## config.mk

```make
export PLATFORM = sky130hd
export DESIGN_NAME = sad_hardware
export DESIGN_NICKNAME = d
export VERILOG_FILES = /design/src/rtl/sad_hardware.sv
export SDC_FILE = /design/constraint.sdc
export NUM_CORES = 1
export LEC_CHECK = 0
export ABC_AREA = 1
export BUFFER_PORTS_ARGS = -buffer_cell sky130_fd_sc_hd__buf_2
export CORE_MARGIN = 8
export CORE_UTILIZATION = 62
export DETAILED_ROUTE_END_ITERATION = 12
export PLACE_DENSITY = 0.8
export SYNTH_ARGS = -nofsm -noshare
export SYNTH_HDL_FRONTEND = slang
export SYNTH_SLANG_ARGS = --single-unit
```

## constraint.sdc

```tcl
create_clock -name clock -period 2.35 [get_ports clock]
set_input_delay 0.3525 -clock clock [delete_from_list [all_inputs] [get_ports clock]]
set_output_delay 0.3525 -clock clock [all_outputs]
set_load 0.02 [all_outputs]
```

## src/rtl/sad_hardware.sv

```systemverilog
// Frame locator: serial binary image in, bounding-box centre out.
// One 640x480 frame of 8-pixel bytes, 10 clocks per byte.
module sad_hardware (
  input  logic       clock,
  input  logic       notReset,
  input  logic       RxD,
  output logic       valid,
  output logic [9:0] x_out,
  output logic [8:0] y_out
);

  typedef enum logic [1:0] {
    IDLE,
    DATA,
    STOP,
    RESYNC
  } rx_state_t;

  rx_state_t   state;
  rx_state_t   state_nxt;
  logic [2:0]  bit_cnt;
  logic [7:0]  shift;
  logic [7:0]  data_q;
  logic        acc;
  logic        accept;

  logic [6:0]  col;
  logic [8:0]  row;
  logic        eof;
  logic        empty;
  logic [9:0]  min_x;
  logic [9:0]  max_x;
  logic [8:0]  min_y;
  logic [8:0]  max_y;

  logic [2:0]  lo;
  logic [2:0]  hi;
  logic [9:0]  x_lo;
  logic [9:0]  x_hi;
  logic [10:0] sum_x;
  logic [9:0]  sum_y;
  logic        last;

  always_ff @(posedge clock or negedge notReset) begin
    if (!notReset) state <= IDLE;
    else           state <= state_nxt;
  end

  always_comb begin
    state_nxt = state;
    unique case (state)
      IDLE:   if (!RxD) state_nxt = DATA;
      DATA:   if (bit_cnt == 3'd7) state_nxt = STOP;
      STOP:   state_nxt = RxD ? IDLE : RESYNC;
      RESYNC: if (RxD) state_nxt = IDLE;
      default: state_nxt = IDLE;
    endcase
  end

  assign accept = (state == STOP) && RxD;

  // First bit in time ends up in shift[0] (leftmost pixel).
  always_ff @(posedge clock or negedge notReset) begin
    if (!notReset) begin
      bit_cnt <= '0;
      shift   <= '0;
      data_q  <= '0;
      acc     <= 1'b0;
    end else begin
      acc <= accept;
      if (state == DATA) begin
        shift   <= {RxD, shift[7:1]};
        bit_cnt <= bit_cnt + 3'd1;
      end else begin
        bit_cnt <= '0;
      end
      if (accept) data_q <= shift;
    end
  end

  always_comb begin
    lo = '0;
    hi = '0;
    for (int i = 7; i >= 0; i--)
      if (data_q[i]) lo = i[2:0];
    for (int i = 0; i < 8; i++)
      if (data_q[i]) hi = i[2:0];
  end

  assign x_lo  = {col, lo};
  assign x_hi  = {col, hi};
  assign sum_x = {1'b0, min_x} + {1'b0, max_x};
  assign sum_y = {1'b0, min_y} + {1'b0, max_y};
  assign last  = (col == 7'd79) && (row == 9'd479);

  always_ff @(posedge clock or negedge notReset) begin
    if (!notReset) begin
      col   <= '0;
      row   <= '0;
      eof   <= 1'b0;
      empty <= 1'b1;
      min_x <= 10'd639;
      max_x <= '0;
      min_y <= 9'd479;
      max_y <= '0;
      valid <= 1'b0;
      x_out <= '0;
      y_out <= '0;
    end else begin
      valid <= 1'b0;
      eof   <= 1'b0;
      if (eof) begin
        valid <= 1'b1;
        x_out <= empty ? 10'd0 : sum_x[10:1];
        y_out <= empty ? 9'd0 : sum_y[9:1];
        empty <= 1'b1;
        min_x <= 10'd639;
        max_x <= '0;
        min_y <= 9'd479;
        max_y <= '0;
      end else if (acc) begin
        if (|data_q) begin
          empty <= 1'b0;
          if (x_lo < min_x) min_x <= x_lo;
          if (x_hi > max_x) max_x <= x_hi;
          if (row < min_y)  min_y <= row;
          if (row > max_y)  max_y <= row;
        end
        eof <= last;
        if (col == 7'd79) begin
          col <= '0;
          row <= (row == 9'd479) ? 9'd0 : row + 9'd1;
        end else begin
          col <= col + 7'd1;
        end
      end
    end
  end

endmodule

```

# After elaboration in Yosys (flattened, before gate mapping)
# Index checks and enable logic that the tools add are counted.
dict set report classes {
  add_sub_neg 5
  mul 0
  div 0
  order_cmp 4
  eq_ne 9
  n_shift 0
  mux 47
  n_bitwise 1
  n_reduce_logical 18
}
# operator n
set op_table {}
lappend op_table {{10-bit 2-to-1 mux} 9}
lappend op_table {{9-bit 2-to-1 mux} 10}
lappend op_table {{3-bit 2-to-1 mux} 15}
lappend op_table {{3-bit AND reduction} 6}
lappend op_table {{2-bit nonzero test} 6}
lappend op_table {{10-bit by 10-bit adder with 11-bit output} 1}
lappend op_table {{9-bit by 9-bit adder with 10-bit output} 1}
lappend op_table {{10-bit greater-than comparator} 1}
lappend op_table {{10-bit < comparator} 1}
lappend op_table {{9-bit by 1-bit adder with 9-bit output, second input constant} 1}
lappend op_table {{9-bit equality test, second input constant} 1}
lappend op_table {{9-bit greater-than comparator} 1}
lappend op_table {{9-bit < comparator} 1}
lappend op_table {{2-bit 2-to-1 mux} 4}
lappend op_table {{2-bit one-hot mux with 4 select lines} 1}
lappend op_table {{8-bit OR reduction} 1}
lappend op_table {{7-bit by 1-bit adder with 7-bit output, second input constant} 1}
lappend op_table {{7-bit equality test, second input constant} 1}
lappend op_table {{1-bit 2-to-1 mux} 7}
lappend op_table {{7-bit 2-to-1 mux} 1}
lappend op_table {{2-bit != test, second input constant} 3}
lappend op_table {{2-bit equality test, second input constant} 2}
lappend op_table {{2-bit AND reduction} 2}
lappend op_table {{3-bit by 1-bit adder with 3-bit output, second input constant} 1}
lappend op_table {{5 further kinds} 6}
dict set report totals {
  regBits 98
  latchBits 0
  ram_bits 0
  romBits 0
  out_inout_bits 20
  elab_cells 100
  n_memories 0
}

# Longest topological paths before layout
dict set report depth {
  depth_word 13
  depth_mapped 16
  mapped_depth_nobuf 16
}

# Worst setup path before layout
# OpenSTA, ideal clock, no wires.
dict set report synth_timing {
  path_type {register -> register}
  startpoint {register data_q[3]}
  endpoint {register max_x[8]}
  setup_ps 121
  arrival_ps 1795
  required_ps 2229
  slack_ps 435
  stages_incl_launch_ff 15
  synth_period_minus_slack_ps 1915
  cell_sequence {dfrtp_1 nor2_1 inv_1 a21oi_1 inv_1 ha_1 inv_1 nor2_1 o211ai_1 o2111ai_1 nand2_1 nand2_1 buf_2 nand2_1 o21ai_1}
}
dict set report synth_via {
  elab_chain_len 8
  elab_cells_between_ends 10
}
# item line
set synth_lines {}
lappend synth_lines {{start: declaration} 23} ;# logic [7:0] data_q;
lappend synth_lines {{start signal: assignment} 77} ;# if (accept) data_q <= shift;
lappend synth_lines {{3-bit 2-to-1 mux (5 in series)} 87} ;# if (data_q[i]) hi = i[2:0];
lappend synth_lines {{10-bit greater-than comparator} 125} ;# if (x_hi > max_x) max_x <= x_hi;
lappend synth_lines {{2-bit nonzero test (no source line)} --}
lappend synth_lines {{3-bit AND reduction (no source line) (*)} --}
lappend synth_lines {{end signal: assignment} 125}
lappend synth_lines {{end: declaration} 32} ;# logic [9:0] max_x;
# Every way passes the cells marked *; elsewhere a longest branch is shown, timed or not.
# A chain may end at the register's enable or synchronous reset.

# Worst setup path in the final report
dict set report layout_timing {
  startpoint {register data_q[7]}
  endpoint {register max_x[0]}
}
dict set report layout_via {
  elab_chain_len 5
  elab_cells_between_ends 10
}
# item
set layout_lines {}
lappend layout_lines {{parallel branches: the longest is 5 deep, another holds 10-bit greater-than comparator}}
# Several ways; the timed one is not identified. The select of a mux whose other input is x is not followed.

==> impl_metrics.py <==
metrics = {
    "worst_setup_path": {
        "crit_path_end_kind": "flip-flop",
        "worstRegToRegCells": 11,
        "start_kind": "flip-flop",
        "critPathCapture": "max_x[0]",
        "r2r-end": "max_x[0]",
        "cp.arrival_ns": 2.54,
        "regToRegSetupSlack_ns": 0.07,
        "crit_path_max_fanout": 8,
        "path_class": "reg2reg",
        "cp-startpoint": "data_q[7]",
        "cp.required_ns": 2.60,
        "r2r_start": "data_q[7]",
    },
    "yosys": {
        "ys_ff_latch": 98,
        "synth_top_family_by_area": "simple AND/OR/NAND/NOR gates",
        "synth-edff-count": 0,
        "syn-instance-count": 718,
        "synthDistinctLibCells": 44,
        "synthAdderAreaFrac": 0.1302,
        "synth_compound_area_frac": 0.1302,
        "synth_xor_area_frac": 0.006057,
        "ys_seq_area_frac": 0.4276,
        "ys_warn_count": 0,
        "syn_area_per_cell_um2": 8.056,
        "async_flop_share": 1.000,
        "yosys_most_used_dff": "dfrtp_1",
        "mappedNetlistNets": 780,
        "synth_simple_gate_area_frac": 0.2282,
        "syn_area_um2": 5784,
        "synthMuxAreaShare": 0,
    },
    "power": {
        "pwr-share-clk": 0.245,
        "swShare": 0.3541,
        "power_mw": 4.901,
        "switchingPower_mw": 1.735,
        "combPwrFrac": 0.308,
        "seqPwrFrac": 0.447,
        "p_int_mw": 3.165,
        "irDropWorstVdd_v": 0.0006025,
        "p_per_area_nw_per_um2": 777.4,
        "leakage_nw": 3.215,
    },
    "floorplan": {
        "chipWidth_um": 112.6,
        "rows": 35,
        "die_y_um": 112.6,
        "die_area_um2": 12680,
        "initial_core_util": 0.6320,
        "core_um2": 9153,
        "boundaryPins": 23,
    },
    "placement": {
        "dp.cells": 848,
        "portBuffers": 22,
        "gp_congestion": 0.8986,
        "hpwlAfterDp_um": 9248,
    },
    "finish": {
        "nets": 811,
        "final_cells": 865,
        "areaGrowthSynthToFinish_pct": 8.977,
        "drive_gt1_frac": 0.1194,
        "n_antenna_cell": 0,
    },
    "drt": {
        "ant_nets": 0,
        "routed_via_density": 5.609,
        "totalWireLength_um": 12290,
        "drc": 0,
        "dr.pass1.iters": 5,
        "drt_iter0_drc": 278,
        "num_vias": 4852,
        "wl_per_cell_um": 14.21,
    },
    "timing": {
        "whs_ns": 0.06840,
        "slew_headroom": 0.4724,
        "finalClockSkew_ns": 0.01051,
        "clock.fmax_mhz": 437.7,
        "period_needed_ns": 2.285,
        "tightest_slew_ns": 0.7871,
        "slew_violations": 0,
        "finalHoldViolCount": 0,
        "finalCritPeriodShare": 0.9722,
        "finalSetupViolations": 0,
    },
    "global_route": {
        "grt_pass1_wl_um": 20960,
        "antenna_found_initial": 0,
        "grt_pass1_vias": 4818,
        "grt_max_degree": 63,
        "grt_overflow": 0,
        "track_usage": 0.1997,
    },
    "cts": {
        "cts_tree": "done",
        "clockBufferDepth": 2,
        "clk_latency_ns": 0.36,
        "clk_pin_slew_ns": 0.10,
        "cts.sinks": 98,
        "cts_root_buf": "clkbuf_8",
        "htreeDepth": 3,
        "cts_buffers": 9,
    },
    "hold_path": {
        "min-delay-path-class": "in2async",
    },
    "flow_run": {
        "cap_violations": 0,
    },
    "outcome": {
        "status": "complete, no violations",
    },
}
through the flow:
stage | area (um2) | util | TNS [ns] | setup slack (ns)
floorplan | 5784 | - | 0 | 0.4349
global placement | 6055 | 0.6615 | 0 | 0.2359
detailed placement | 6055 | 0.6615 | 0 | 0.1240
CTS | 6274 | 0.6854 | 0 | 0.09594
global route | 6304 | 0.6887 | -0.02398 | -0.01716
finish | 6304 | 0.6887 | 0 | 0.06536
final cells by class:
| class | instances | area [um2] |
|---|---|---|
| Clock inverter | 5 | 77.57 |
| Fill cell | 754 | 2849 |
| Tap cell | 111 | 138.9 |
| Sequential cell | 98 | 2474 |
| Inverter | 104 | 392.9 |
| Multi-Input combinational cell | 503 | 2884 |
| Timing Repair Buffer | 33 | 195.2 |
| Clock buffer | 11 | 141.4 |
flip-flops by register name, summed over array words and instances (netlist names), 8 cells and up:
register and count:
max_y 9, row 9, min_x 10, min_y 9, shift 8, data_q 8
max_x 10, x_out 10, y_out 9
worst max-delay path, cell delays in order, from the launching register on:
cell       delay (ns)
dfrtp_1          0.42
nor2_1           0.16
inv_1            0.07
a21oi_1          0.17
inv_1            0.07
ha_1             0.27
inv_1            0.06
nor2_1           0.08
o211ai_1         0.10
o2111ai_1        0.14
nand3_1          0.29
o21ai_0          0.33
power by group through the flow:
stage                     Combinational (mW)  Sequential [mW]  Clock [mW]
after floorplan                         1.12             2.14           0
after global placement                  1.37             2.20           0
after detailed placement                1.46             2.21           0
after CTS                               1.47             2.18        1.21
after global routing                    1.74             2.22        1.28
final                                   1.51             2.19        1.20
logic make-up (layout without fill, tap and decap cells):
family | count (synthesis) | count (layout)
AO/OA/AOI/OAI | 135 | 135
XOR/XNOR | 4 | 4
adder cells (fa/ha/maj) | 59 | 59
buffers and inverters | 117 | 153
flip-flops | 98 | 98
AND/OR/NAND/NOR | 305 | 305
layout by cell type (no fill, tap or decap), drive strengths merged, types with 5 or more instances in the layout:
cell    netlist  final
ha           57     57
buf           7     33
dfstp        17     17
clkbuf        6     11
o21ai        66     66
nand2       189    189
nor3         16     16
o22ai         7      7
nand4         5      5
inv         103    103
dfrtp        81     81
nand3        31     31
nor2         59     59
a21oi        40     40
metal layers:
| layer | GRT usage | wire (um) | up-vias |
|---|---|---|---|
| li1 | - | - | 2403 |
| met1 | 0.2487 | 5560 | 2274 |
| met2 | 0.3400 | 5743 | 148 |
| met3 | 0.02791 | 703 | 27 |
| met4 | 0.08363 | 286 | 0 |
| met5 | 0 | 0 | - |
cell usage after synthesis (3+ instances only):
cell type / count / area [um2]
a211oi_1: 3 / 22.52
a21o_1: 3 / 22.52
a21oi_1: 39 / 195.2
a22o_1: 3 / 26.28
buf_2: 6 / 30.03
clkbuf_1: 6 / 22.52
dfrtp_1: 81 / 2027
dfstp_2: 17 / 446.7
ha_1: 57 / 713.2
inv_1: 100 / 375.4
nand2_1: 189 / 709.4
nand3_1: 29 / 145.1
nand4_1: 4 / 25.02
nor2_1: 53 / 198.9
nor2_4: 3 / 33.78
nor3_1: 13 / 65.06
o2111ai_1: 3 / 26.28
o21ai_0: 52 / 260.3
o21ai_1: 13 / 65.06
o22ai_1: 7 / 43.79
o31ai_1: 3 / 22.52
xor2_1: 4 / 35.03
worst min path at each step:
stage                    start    endpoint  slack [ns]  cells after the start
CTS                   notReset    max_x[2]        0.08                      1
detailed placement  bit_cnt[0]  bit_cnt[0]        0.43                      1
global placement    bit_cnt[0]  bit_cnt[0]        0.42                      1
global route          notReset    max_y[4]        0.13                      1
finish                notReset    max_x[5]        0.07                      1
floorplan             notReset         acc        0.06                      0
timing repair:
action | CTS | global route
gates resized for setup | 0 | 7
setup endpoints to repair | 0 | 19
setup buffers | 0 | 1
hold buffers | 0 | 0
(Power assumes the default switching activity.)
